File: src/rtl/sv32_page_walker.sv
`default_nettype none
// ============================================================================
// Module   : sv32_page_walker
// Purpose  : Shared Sv32 hardware page-table walker. Arbitrates TLB-miss
//            requests (fixed priority, lowest index wins), performs the
//            two-level walk over a single-outstanding PTE read port and
//            broadcasts a one-cycle result pulse.
// Ports    : clk, rst (async, active-high)
//            IN_req_valid/rootPPN/addr  - per-requester miss requests
//            OUT_busy, OUT_rqID          - walk in progress and its owner
//            OUT_mem_*, IN_mem_*         - PTE read request/response port
//            OUT_res_*                   - translation result pulse
// Revision : 1.0 - initial release
// ============================================================================
module sv32_page_walker #(
  parameter int NUM_RQ  = 3,
  parameter int RQ_ID_W = 2
) (
  input  logic                 clk,
  input  logic                 rst,
  input  logic [NUM_RQ-1:0]    IN_req_valid,
  input  logic [NUM_RQ*20-1:0] IN_req_rootPPN,
  input  logic [NUM_RQ*32-1:0] IN_req_addr,
  output logic                 OUT_busy,
  output logic [RQ_ID_W-1:0]   OUT_rqID,
  output logic                 OUT_mem_valid,
  output logic [31:0]          OUT_mem_addr,
  input  logic                 IN_mem_ready,
  input  logic                 IN_mem_rvalid,
  input  logic [31:0]          IN_mem_rdata,
  input  logic                 IN_mem_err,
  output logic                 OUT_res_valid,
  output logic [RQ_ID_W-1:0]   OUT_res_rqID,
  output logic [19:0]          OUT_res_vpn,
  output logic [19:0]          OUT_res_ppn,
  output logic [2:0]           OUT_res_rwx,
  output logic                 OUT_res_user,
  output logic                 OUT_res_global,
  output logic                 OUT_res_isSuper,
  output logic                 OUT_res_pageFault,
  output logic                 OUT_res_accessFault
);

  typedef enum logic [2:0] {
    S_IDLE    = 3'd0,
    S_L1_REQ  = 3'd1,
    S_L1_WAIT = 3'd2,
    S_L0_REQ  = 3'd3,
    S_L0_WAIT = 3'd4,
    S_RESULT  = 3'd5
  } state_t;

  state_t r_state;
  state_t w_state_nxt;

  logic [RQ_ID_W-1:0] r_id;
  logic [19:0]        r_root;
  logic [19:0]        r_vpn;
  logic [19:0]        r_l0_base;
  logic [19:0]        r_res_ppn;
  logic [2:0]         r_res_rwx;
  logic               r_res_user;
  logic               r_res_global;
  logic               r_res_super;
  logic               r_res_pf;
  logic               r_res_af;

  // Fixed-priority arbiter: scanning downward lets the lowest index win.
  logic               w_any;
  logic [RQ_ID_W-1:0] w_win_id;
  logic [19:0]        w_win_root;
  logic [19:0]        w_win_vpn;

  always_comb begin
    w_any      = 1'b0;
    w_win_id   = '0;
    w_win_root = '0;
    w_win_vpn  = '0;
    for (int i = NUM_RQ - 1; i >= 0; i--) begin
      if (IN_req_valid[i]) begin
        w_any      = 1'b1;
        w_win_id   = RQ_ID_W'(i);
        w_win_root = IN_req_rootPPN[i*20 +: 20];
        w_win_vpn  = IN_req_addr[i*32+12 +: 20];
      end
    end
  end

  // PTE field decode
  logic w_v, w_r, w_w, w_x, w_a, w_d, w_leaf;
  logic w_at_l1, w_pte_take;
  logic w_acc_flt, w_inv, w_svade, w_misal, w_go_l0, w_page_flt;

  assign w_v    = IN_mem_rdata[0];
  assign w_r    = IN_mem_rdata[1];
  assign w_w    = IN_mem_rdata[2];
  assign w_x    = IN_mem_rdata[3];
  assign w_a    = IN_mem_rdata[6];
  assign w_d    = IN_mem_rdata[7];
  assign w_leaf = w_r | w_x;

  assign w_at_l1    = (r_state == S_L1_WAIT);
  assign w_pte_take = IN_mem_rvalid & ((r_state == S_L1_WAIT) | (r_state == S_L0_WAIT));

  // PPN bits above 32-bit physical space count as an access fault.
  assign w_acc_flt  = IN_mem_err | (IN_mem_rdata[31:30] != 2'b00);
  assign w_inv      = ~w_v | (~w_r & w_w);
  assign w_svade    = ~w_a | (w_w & ~w_d);
  assign w_misal    = (IN_mem_rdata[19:10] != 10'd0);
  assign w_go_l0    = ~w_acc_flt & ~w_inv & ~w_leaf & w_at_l1;
  // Only meaningful once access fault and descent have been ruled out;
  // a non-leaf reaching here is necessarily at level 0.
  assign w_page_flt = w_inv | ~w_leaf | w_svade | (w_at_l1 & w_misal);

  always_ff @(posedge clk or posedge rst) begin
    if (rst) begin
      r_state <= S_IDLE;
    end else begin
      r_state <= w_state_nxt;
    end
  end

  always_comb begin
    w_state_nxt   = r_state;
    OUT_mem_valid = 1'b0;
    OUT_mem_addr  = '0;
    case (r_state)
      S_IDLE: begin
        if (w_any) w_state_nxt = S_L1_REQ;
      end
      S_L1_REQ: begin
        OUT_mem_valid = 1'b1;
        OUT_mem_addr  = {r_root, r_vpn[19:10], 2'b00};
        if (IN_mem_ready) w_state_nxt = S_L1_WAIT;
      end
      S_L1_WAIT: begin
        if (IN_mem_rvalid) w_state_nxt = w_go_l0 ? S_L0_REQ : S_RESULT;
      end
      S_L0_REQ: begin
        OUT_mem_valid = 1'b1;
        OUT_mem_addr  = {r_l0_base, r_vpn[9:0], 2'b00};
        if (IN_mem_ready) w_state_nxt = S_L0_WAIT;
      end
      S_L0_WAIT: begin
        if (IN_mem_rvalid) w_state_nxt = S_RESULT;
      end
      S_RESULT: begin
        w_state_nxt = S_IDLE;
      end
      default: begin
        w_state_nxt = S_IDLE;
      end
    endcase
  end

  always_ff @(posedge clk or posedge rst) begin
    if (rst) begin
      r_id         <= '0;
      r_root       <= '0;
      r_vpn        <= '0;
      r_l0_base    <= '0;
      r_res_ppn    <= '0;
      r_res_rwx    <= '0;
      r_res_user   <= 1'b0;
      r_res_global <= 1'b0;
      r_res_super  <= 1'b0;
      r_res_pf     <= 1'b0;
      r_res_af     <= 1'b0;
    end else begin
      if ((r_state == S_IDLE) && w_any) begin
        r_id        <= w_win_id;
        r_root      <= w_win_root;
        r_vpn       <= w_win_vpn;
        r_res_pf    <= 1'b0;
        r_res_af    <= 1'b0;
        r_res_super <= 1'b0;
      end
      if (w_pte_take) begin
        if (w_acc_flt) begin
          r_res_af <= 1'b1;
        end else if (w_go_l0) begin
          r_l0_base <= IN_mem_rdata[29:10];
        end else if (w_page_flt) begin
          r_res_pf <= 1'b1;
        end else begin
          // Superpage: low PPN half comes from the VA's VPN0.
          r_res_ppn    <= w_at_l1 ? {IN_mem_rdata[29:20], r_vpn[9:0]} : IN_mem_rdata[29:10];
          r_res_rwx    <= {w_r, w_w, w_x};
          r_res_user   <= IN_mem_rdata[4];
          r_res_global <= IN_mem_rdata[5];
          r_res_super  <= w_at_l1;
        end
      end
    end
  end

  assign OUT_busy            = (r_state != S_IDLE);
  assign OUT_rqID            = r_id;
  assign OUT_res_valid       = (r_state == S_RESULT);
  assign OUT_res_rqID        = r_id;
  assign OUT_res_vpn         = r_vpn;
  assign OUT_res_ppn         = r_res_ppn;
  assign OUT_res_rwx         = r_res_rwx;
  assign OUT_res_user        = r_res_user;
  assign OUT_res_global      = r_res_global;
  assign OUT_res_isSuper     = r_res_super;
  assign OUT_res_pageFault   = r_res_pf;
  assign OUT_res_accessFault = r_res_af;

endmodule
`default_nettype wire
File: config.mk
export PLATFORM = sky130hd
export DESIGN_NAME = sv32_page_walker
export DESIGN_NICKNAME = d
export VERILOG_FILES = /design/src/rtl/sv32_page_walker.sv
export SDC_FILE = /design/constraint.sdc
export NUM_CORES = 1
export LEC_CHECK = 0
export ABC_AREA = 1
export CORE_MARGIN = 2
export CORE_UTILIZATION = 40
export CTS_CLUSTER_SIZE = 28
export DETAILED_ROUTE_END_ITERATION = 8
export PLACE_DENSITY_LB_ADDON = 0.12
export SKIP_CTS_REPAIR_TIMING = 1
export SYNTH_ARGS = -nofsm -noshare
export SYNTH_HDL_FRONTEND = slang
export SYNTH_SLANG_ARGS = --single-unit
File: constraint.sdc
create_clock -name clk -period 4.5 [get_ports clk]
set_input_delay 0.9 -clock clk [delete_from_list [all_inputs] [get_ports clk]]
set_output_delay 0.9 -clock clk [all_outputs]
set_load 0.005 [all_outputs]
Yosys cells after proc, flatten, opt, wreduce, memory -nomap -nowiden
Cells that the tools add are included.
{"block": "word_totals", "ff_bits": 93, "romBits": 0, "ram_bits": 0, "latchBits": 0, "n_memories": 0}
{"block": "classes", "n_mul": 0, "n_lt_le_gt_ge": 0, "shifts": 0, "div": 0, "addsub": 0, "bitwise": 24, "n_eq_ne": 10, "mux": 35, "n_reduce_logical": 9}
{"operator": "20-bit 2-to-1 mux", "count": 6}
{"operator": "32-bit case mux with 2 select lines", "count": 1}
{"operator": "3-bit 2-to-1 mux", "count": 6}
{"operator": "1-bit 2-to-1 mux", "count": 17}
{"operator": "3-bit case mux with 5 select lines", "count": 1}
{"operator": "10-bit 2-to-1 mux", "count": 1}
{"operator": "2-bit inequality test, second input constant", "count": 5}
{"operator": "10-bit nonzero test", "count": 1}
{"operator": "1-bit inverter", "count": 9}
{"operator": "1-bit bitwise OR", "count": 8}
{"operator": "1-bit AND", "count": 7}
{"operator": "3-bit by 2-bit equality test with 1-bit output, second input constant", "count": 2}
{"operator": "3-bit equality test, second input constant", "count": 2}
{"operator": "2-bit 2-to-1 mux", "count": 3}
{"operator": "5-bit AND reduction", "count": 1}
{"operator": "4-bit AND reduction", "count": 1}
{"operator": "3-bit by 1-bit equality test with 1-bit output, second input constant", "count": 1}
{"operator": "3-bit logical NOT", "count": 1}
{"operator": "3-bit AND reduction", "count": 1}
{"operator": "3-bit nonzero test", "count": 1}
{"operator": "2-bit nonzero test", "count": 1}
{"operator": "2-bit OR reduction", "count": 1}
{"operator": "1-bit logical AND", "count": 1}

Longest topological paths before layout
Gate-level depths: netlist (run 1).
{"block": "logic_depth", "word_depth": 10, "mapped_depth": 9}

Least setup slack after synthesis (run 1)
No wires, ideal clock.
{"block": "synth_path", "path_kind": "register -> output", "from": "register r_state[1]", "to": "output OUT_mem_addr[10]", "t_required_ns": 3.600, "path_stages_with_launch": 5, "n_path_buf": 1, "slack_ns": 2.437, "arrival_time_ns": 1.163, "cell_sequence": "dfrtp_1 nor3_1 clkbuf_1 nand2_1 o21ai_0"}
{"block": "synth_via", "elab_chain_cells": 2}
{"item": "from (decl)", "line_no": "53", "rtl": "state_t r_state;"}
{"item": "from (signal assigned)", "line_no": "119", "rtl": "r_state <= w_state_nxt;"}
{"item": "3-bit by 2-bit equality test with 1-bit output or 3-bit by 1-bit equality test with 1-bit output (tied branches)", "line_no": "127", "rtl": "case (r_state)"}
{"item": "32-bit case mux with 2 select lines *", "line_no": "127"}
{"item": "to (decl)", "line_no": "27", "rtl": "output logic [31:0] OUT_mem_addr,"}
Every way passes the cells marked *; elsewhere a longest branch is shown, timed or not.

Final worst setup path (run 1)
{"block": "layout_path", "from": "register r_state[2]", "to": "output OUT_mem_addr[28]"}
The elaborated chain is that of the path after synthesis.

==> results of run 1 <==
[layout make-up]
class	count	area share [%]
repair buffers	250	32.5
clock buffers	10	2.98
well taps	147	2.39
inverters	48	2.38
clock inverters	6	1.14
flip-flops and latches	93	30.3
multi-input cells	467	28.4
[power by group through the flow]
stage	registers (W)	clock network, W	logic (W)
finish	0.00127	0.000805	0.00180
global route	0.00130	0.000851	0.00198
CTS	0.00127	0.000815	0.00182
detailed placement	0.00128	0	0.00181
global placement	0.00127	0	0.00179
floorplan	0.00124	0	0.000792
[sequential cells by signal (all words and copies together) (netlist names), 2 cells and up]
name and count:
OUT_res_rwx 3, r_l0_base 20, OUT_res_ppn 20, r_state 3, OUT_res_vpn 20, r_root 20
OUT_res_rqID 2
[final timing paths]
check	slack, ns	to	cells after the start	from
setup / recovery	0.79	OUT_mem_addr[28]	4	r_state[2]
hold / removal	0.47	OUT_res_ppn[9]	2	OUT_res_ppn[9]
setup reg to reg	2.11	OUT_res_ppn[16]	7	r_state[2]
hold reg to reg	0.47	OUT_res_ppn[9]	2	OUT_res_ppn[9]
max in group asynchronous	2.60	OUT_res_accessFault	3	rst
min in group asynchronous	1.10	r_state[2]	2	rst
[layer usage]
| layer | vias to the layer above | track usage, % |
|---|---|---|
| li1 | 2581 | - |
| met1 | 2527 | 34.0 |
| met2 | 225 | 43.0 |
| met3 | 21 | 6.33 |
| met4 | 0 | 7.31 |
| met5 | - | 0 |
[through the flow]
stage | cell area, um2 | setup slack [ns] | utilization, % | total power [W]
floorplan | 4910 | 1.18 | - | 0.00203
global placement | 7370 | 1.20 | 61.4 | 0.00306
detailed placement | 7370 | 1.11 | 61.4 | 0.00309
CTS | 7690 | 0.762 | 64.0 | 0.00390
global route | 7690 | 0.548 | 64.0 | 0.00413
finish | 7690 | 0.794 | 64.0 | 0.00387
[logic make-up after synthesis]
| group | count (synthesis) |
|---|---|
| DFF | 93 |
| AOI/OAI and AO/OA | 108 |
| buffers and inverters | 96 |
| and+or+nand+nor | 357 |
| other | 1 |
[cells in the final DEF (no fill, tap or decap), types with 3 or more instances in the layout]
| cell type | synthesis | final |
|---|---|---|
| nand2_1 | 217 | 217 |
| nand2_2 | 3 | 3 |
| o21ai_0 | 57 | 57 |
| a41oi_1 | 40 | 40 |
| o21ai_1 | 9 | 9 |
| buf_4 | 4 | 7 |
| nand3_1 | 71 | 71 |
| inv_1 | 46 | 45 |
| clkbuf_16 | 0 | 9 |
| nor2_1 | 57 | 56 |
| clkdlybuf4s50_1 | 0 | 242 |
| dfrtp_1 | 93 | 93 |
[worst max-delay path, cell delays in order, from the launching register on]
cell and delay (ns):
dfrtp_1 0.43, inv_1 0.14, nand3_1 0.79, o21ai_0 0.53
clkdlybuf4s50_1 0.57
==> results_dict.tcl, run 1 <==
set metrics [dict create \
    clock_path_buffers 2 \
    hold_viol_final 0 \
    drt_iter0_drc 375 \
    dr.max_layer_used "met4" \
    cp_max_fo 32 \
    antenna_found_initial 0 \
    path_class "flop to output port" \
    die-area_um2 13200 \
    cp.required_ns 3.60 \
    p_switching_w 0.00135 \
    drive_above_1_share_pct 4.12 \
    grt_pass1_vias 5320 \
    drv_slew 0 \
    syn-cell-area_um2 4910 \
    cts.clk_slew.worst_paths_ns 0.07 \
    ant_nets 0 \
    cts_tree "done" \
    via_count 5354 \
    relSlewSlack_pct 24.1 \
    ios 283 \
    met1Wirelength_um 7180 \
    cts_made_buffers 9 \
    rsz0062_at_grt "no" \
    hold_class "flop to flop" \
    gp_congestion 0.854 \
    fp.dieH_um 115 \
    htreeDepth 3 \
    yosys.area_share.adder_pct 0 \
    post-dp-hpwl_um 12400 \
    synth_compound_area_share_pct 14.2 \
    placed_cells 1005 \
    grtUsageTotal_pct 25.9 \
    max_freq_ghz 0.270 \
    p_leak_nw 3.36 \
    clockPowerShare_pct 20.8 \
    final.period_utilization_pct 82.3 \
    nNetsFinal 1065 \
    intPower_w 0.00252 \
    status "finished clean" \
    synthSimpleGateAreaFrac_pct 29.9 \
    start_util_pct 40.9 \
    synth_xor_area_share_pct 0 \
    setup_tns_ns 0 \
    synth_area_leaders "dfrtp_1 (47%), nand2_1 (17%), nand3_1 (7.2%)" \
    drt-total-wl_um 16900 \
    finalSetupViolations 0 \
    skew_ns 0.00437 \
    n_fill_cell 1067 \
    first_pass_iters 5 \
    post-synth-top-count-cell "nand2_1" \
    multiInputGateArea_um2 2180 \
    power_frac_comb_pct 46.5 \
    yosysTopAreaCellShare_pct 47.4 \
    yosysUniqueCellTypes 23 \
    syn_to_final_growth_pct 56.6 \
    wl_per_cell_um 16.6 \
    synth_top_area_cell "dfrtp_1" \
    worst_setup_path_end_kind "output port" \
    fin_hold_ws_ns 0.473 \
    num_antenna_cells 0 \
    drc_errors 0 \
    ys_dominant_reg_cell "dfrtp_1" \
    maxCapViolations 0 \
    grt_max_degree 79 \
    synth.area.mux_share_pct 0 \
    die_x_um 115 \
    synthTopCellsByCount "nand2_1 (217), dfrtp_1 (93), nand3_1 (71)" \
    synth_top_family_by_area "simple AND/OR/NAND/NOR gates" \
    ir_worst_vdd_v 0.000215 \
    seqPwrFrac_pct 32.7 \
    worst_slew_pin_slew_ns 1.13 \
    clock_sinks 93 \
    wl_met3_um 1310 \
    seq_area_um2 2330 \
    finalNonFillerCells 1021 \
    syn_area_per_cell_um2 7.49 \
    p_sw_share_pct 34.9 \
    ys_seq_elements 93 \
    synth_edf_count 0 \
    core_area_um2 12000 \
    period_needed_ns 3.71 \
    overflow 0 \
    row_count 40 \
    arrival_ns 2.81 \
    grt_pass1_wl_um 26600 \
    ys_seq_area_share_pct 47.4 \
    synth-async-reset-ratio_pct 100 \
    ys_warn_count 0 \
    port_buffers 242 \
    synthCells 655 \
    met2_wirelength_um 8100 \
    powerDensity_nw_per_um2 504 \
    viasPerCell 5.24 \
    root_buffer "clkbuf_16" \
    clock_latency_ns 0.33 \
    cp-start-kind "flop" \
]
No activity file was read; power rests on OpenSTA's default activity.
==> inputs of run 2 (changes only) <==
- CORE_UTILIZATION: 40 -> 35
- clock period: 4.5 -> 3.1 ns (I/O delays scaled with it)
==> results_dict.tcl, run 2 (synthesized netlist as in run 1, its figures left out) <==
set metrics [dict create \
    fp.dieH_um 122 \
    skew_ns 0.00766 \
    cts_made_buffers 9 \
    cts_tree "done" \
    powerDensity_nw_per_um2 723 \
    drv_slew 0 \
    crit_path_top_delay_cell "clkdlybuf4s50_1" \
    period_needed_ns 2.80 \
    p_switching_w 0.00197 \
    drt_iter0_drc 277 \
    crit_path_cell_trace "nor3_2, buf_4, nand2_1, o21ai_0, clkdlybuf4s50_1" \
    placed_cells 1044 \
    die-area_um2 15000 \
    dp_slack_ns 0.604 \
    drc_errors 0 \
    r2r_cells 8 \
    syn_to_final_growth_pct 58.4 \
    drive_above_1_share_pct 5.00 \
    clockPowerShare_pct 20.3 \
    port_buffers 242 \
    cp.required_ns 2.48 \
    hold_viol_final 0 \
    rsz0062_at_grt "no" \
    ant_nets 0 \
    wl_per_cell_um 16.3 \
    grt_pass1_wl_um 26900 \
    maxCapViolations 0 \
    mostFrequentLayoutCell "clkdlybuf4s50_1" \
    root_buffer "clkbuf_16" \
    ir_worst_vdd_v 0.000299 \
    clock_latency_ns 0.34 \
    slowest_delay_ns 0.53 \
    grt_pass1_vias 5122 \
    max_freq_ghz 0.357 \
    arrival_ns 2.18 \
    antenna_found_initial 0 \
    n_fill_cell 1342 \
    cts.clk_slew.worst_paths_ns 0.07 \
    p_leak_nw 3.40 \
    critPathBufInv 2 \
    power_frac_comb_pct 46.8 \
    htreeDepth 3 \
    path_class "flop to output port" \
    final.period_utilization_pct 90.3 \
    layout_common_cells "clkdlybuf4s50_1 (241), nand2_1 (217), dfrtp_1 (93)" \
    core_area_um2 13800 \
    viasPerCell 4.97 \
    die_x_um 122 \
    post-dp-hpwl_um 12900 \
    clock_path_buffers 2 \
    seqPwrFrac_pct 32.9 \
    finalSetupViolations 0 \
    whs_path_depth 2 \
    grtUsageTotal_pct 23.3 \
    cp-start-kind "flop" \
    path_delay_family "buffers and inverters" \
    cp_max_fo 31 \
    multiInputGateArea_um2 2180 \
    gp_congestion 0.842 \
    overflow 0 \
    setup_tns_ns 0 \
    row_count 43 \
    ios 283 \
    first_pass_iters 4 \
    via_count 5263 \
    path_depth 5 \
    finalNonFillerCells 1060 \
    fin_ws_ns 0.301 \
    seq_area_um2 2330 \
    nNetsFinal 1071 \
    worst_setup_path_end_kind "output port" \
    intPower_w 0.00365 \
    status "finished clean" \
    num_antenna_cells 0 \
    start_util_pct 35.6 \
    grt_max_degree 76 \
    clock_sinks 93 \
    p_sw_share_pct 35.1 \
    hold_class "flop to flop" \
    drt-total-wl_um 17300 \
]
-- run 2: changes by cell type in the layout (fill, tap and decap cells not counted), sizes merged --
| cell | before | now |
|---|---|---|
| inv | 48 | 49 |
| clkbuf | 10 | 11 |
| clkdlybuf4s50 | 242 | 241 |
| bufinv | 2 | 1 |
| clkinv | 4 | 3 |
| buf | 8 | 15 |
-- run 2: per-layer routing --
metal  vias up  share of wire [%]  track usage, %  routed length [um]
met4         0                1.7            7.33                 291
met1      2433                 41            29.4                7180
met3        21                7.5            5.25                1290
li1       2599                  -               -                   -
met5         -                  0               0                   0
met2       210                 49            39.6                8560
-- run 2: power groups by stage --
stage	clock network (W)	logic, W	registers (W)
6_report	0.00114	0.00263	0.00185
4_1_cts	0.00117	0.00267	0.00185
2_1_floorplan	0	0.00115	0.00180
3_5_place_dp	0	0.00265	0.00187
3_3_place_gp	0	0.00263	0.00186
5_1_grt	0.00122	0.00291	0.00189
-- run 2: worst paths after layout --
kind	start	slack, ns	end
worst max-delay path	r_state[1]	0.30	OUT_mem_addr[2]
worst min-delay path	OUT_res_ppn[5]	0.47	OUT_res_ppn[5]
worst max register to register	r_state[2]	0.96	r_l0_base[11]
worst min register to register	OUT_res_ppn[5]	0.47	OUT_res_ppn[5]
max in group asynchronous	rst	1.84	r_l0_base[3]
min in group asynchronous	rst	0.57	r_state[1]
-- run 2: area by class of cell --
cell class	count	area share, %
Sequential cell	93	29.9
Inverter	48	2.35
Timing Repair Buffer	256	32.8
Tap cell	180	2.90
Multi-Input combinational cell	467	28.1
Clock inverter	5	0.740
Clock buffer	11	3.25
-- run 2: per-stage QoR --
stage	area [um2]	utilization [%]	hold slack [ns]	total power, W
2_1_floorplan	4910	-	0.465	0.00295
3_3_place_gp	7460	54.2	0.453	0.00449
3_5_place_dp	7460	54.2	0.459	0.00452
4_1_cts	7770	56.4	0.475	0.00569
5_1_grt	7770	56.4	0.491	0.00602
6_report	7770	56.4	0.469	0.00562
-- run 2: worst register-to-register path: stages (launching register included) --
cell	delay [ns]
dfrtp_1	0.42
inv_1	0.14
nand3_2	0.37
inv_1	0.25
nand4_1	0.18
nor2_2	0.13
buf_4	0.35
nand2_1	0.13
o21ai_0	0.09
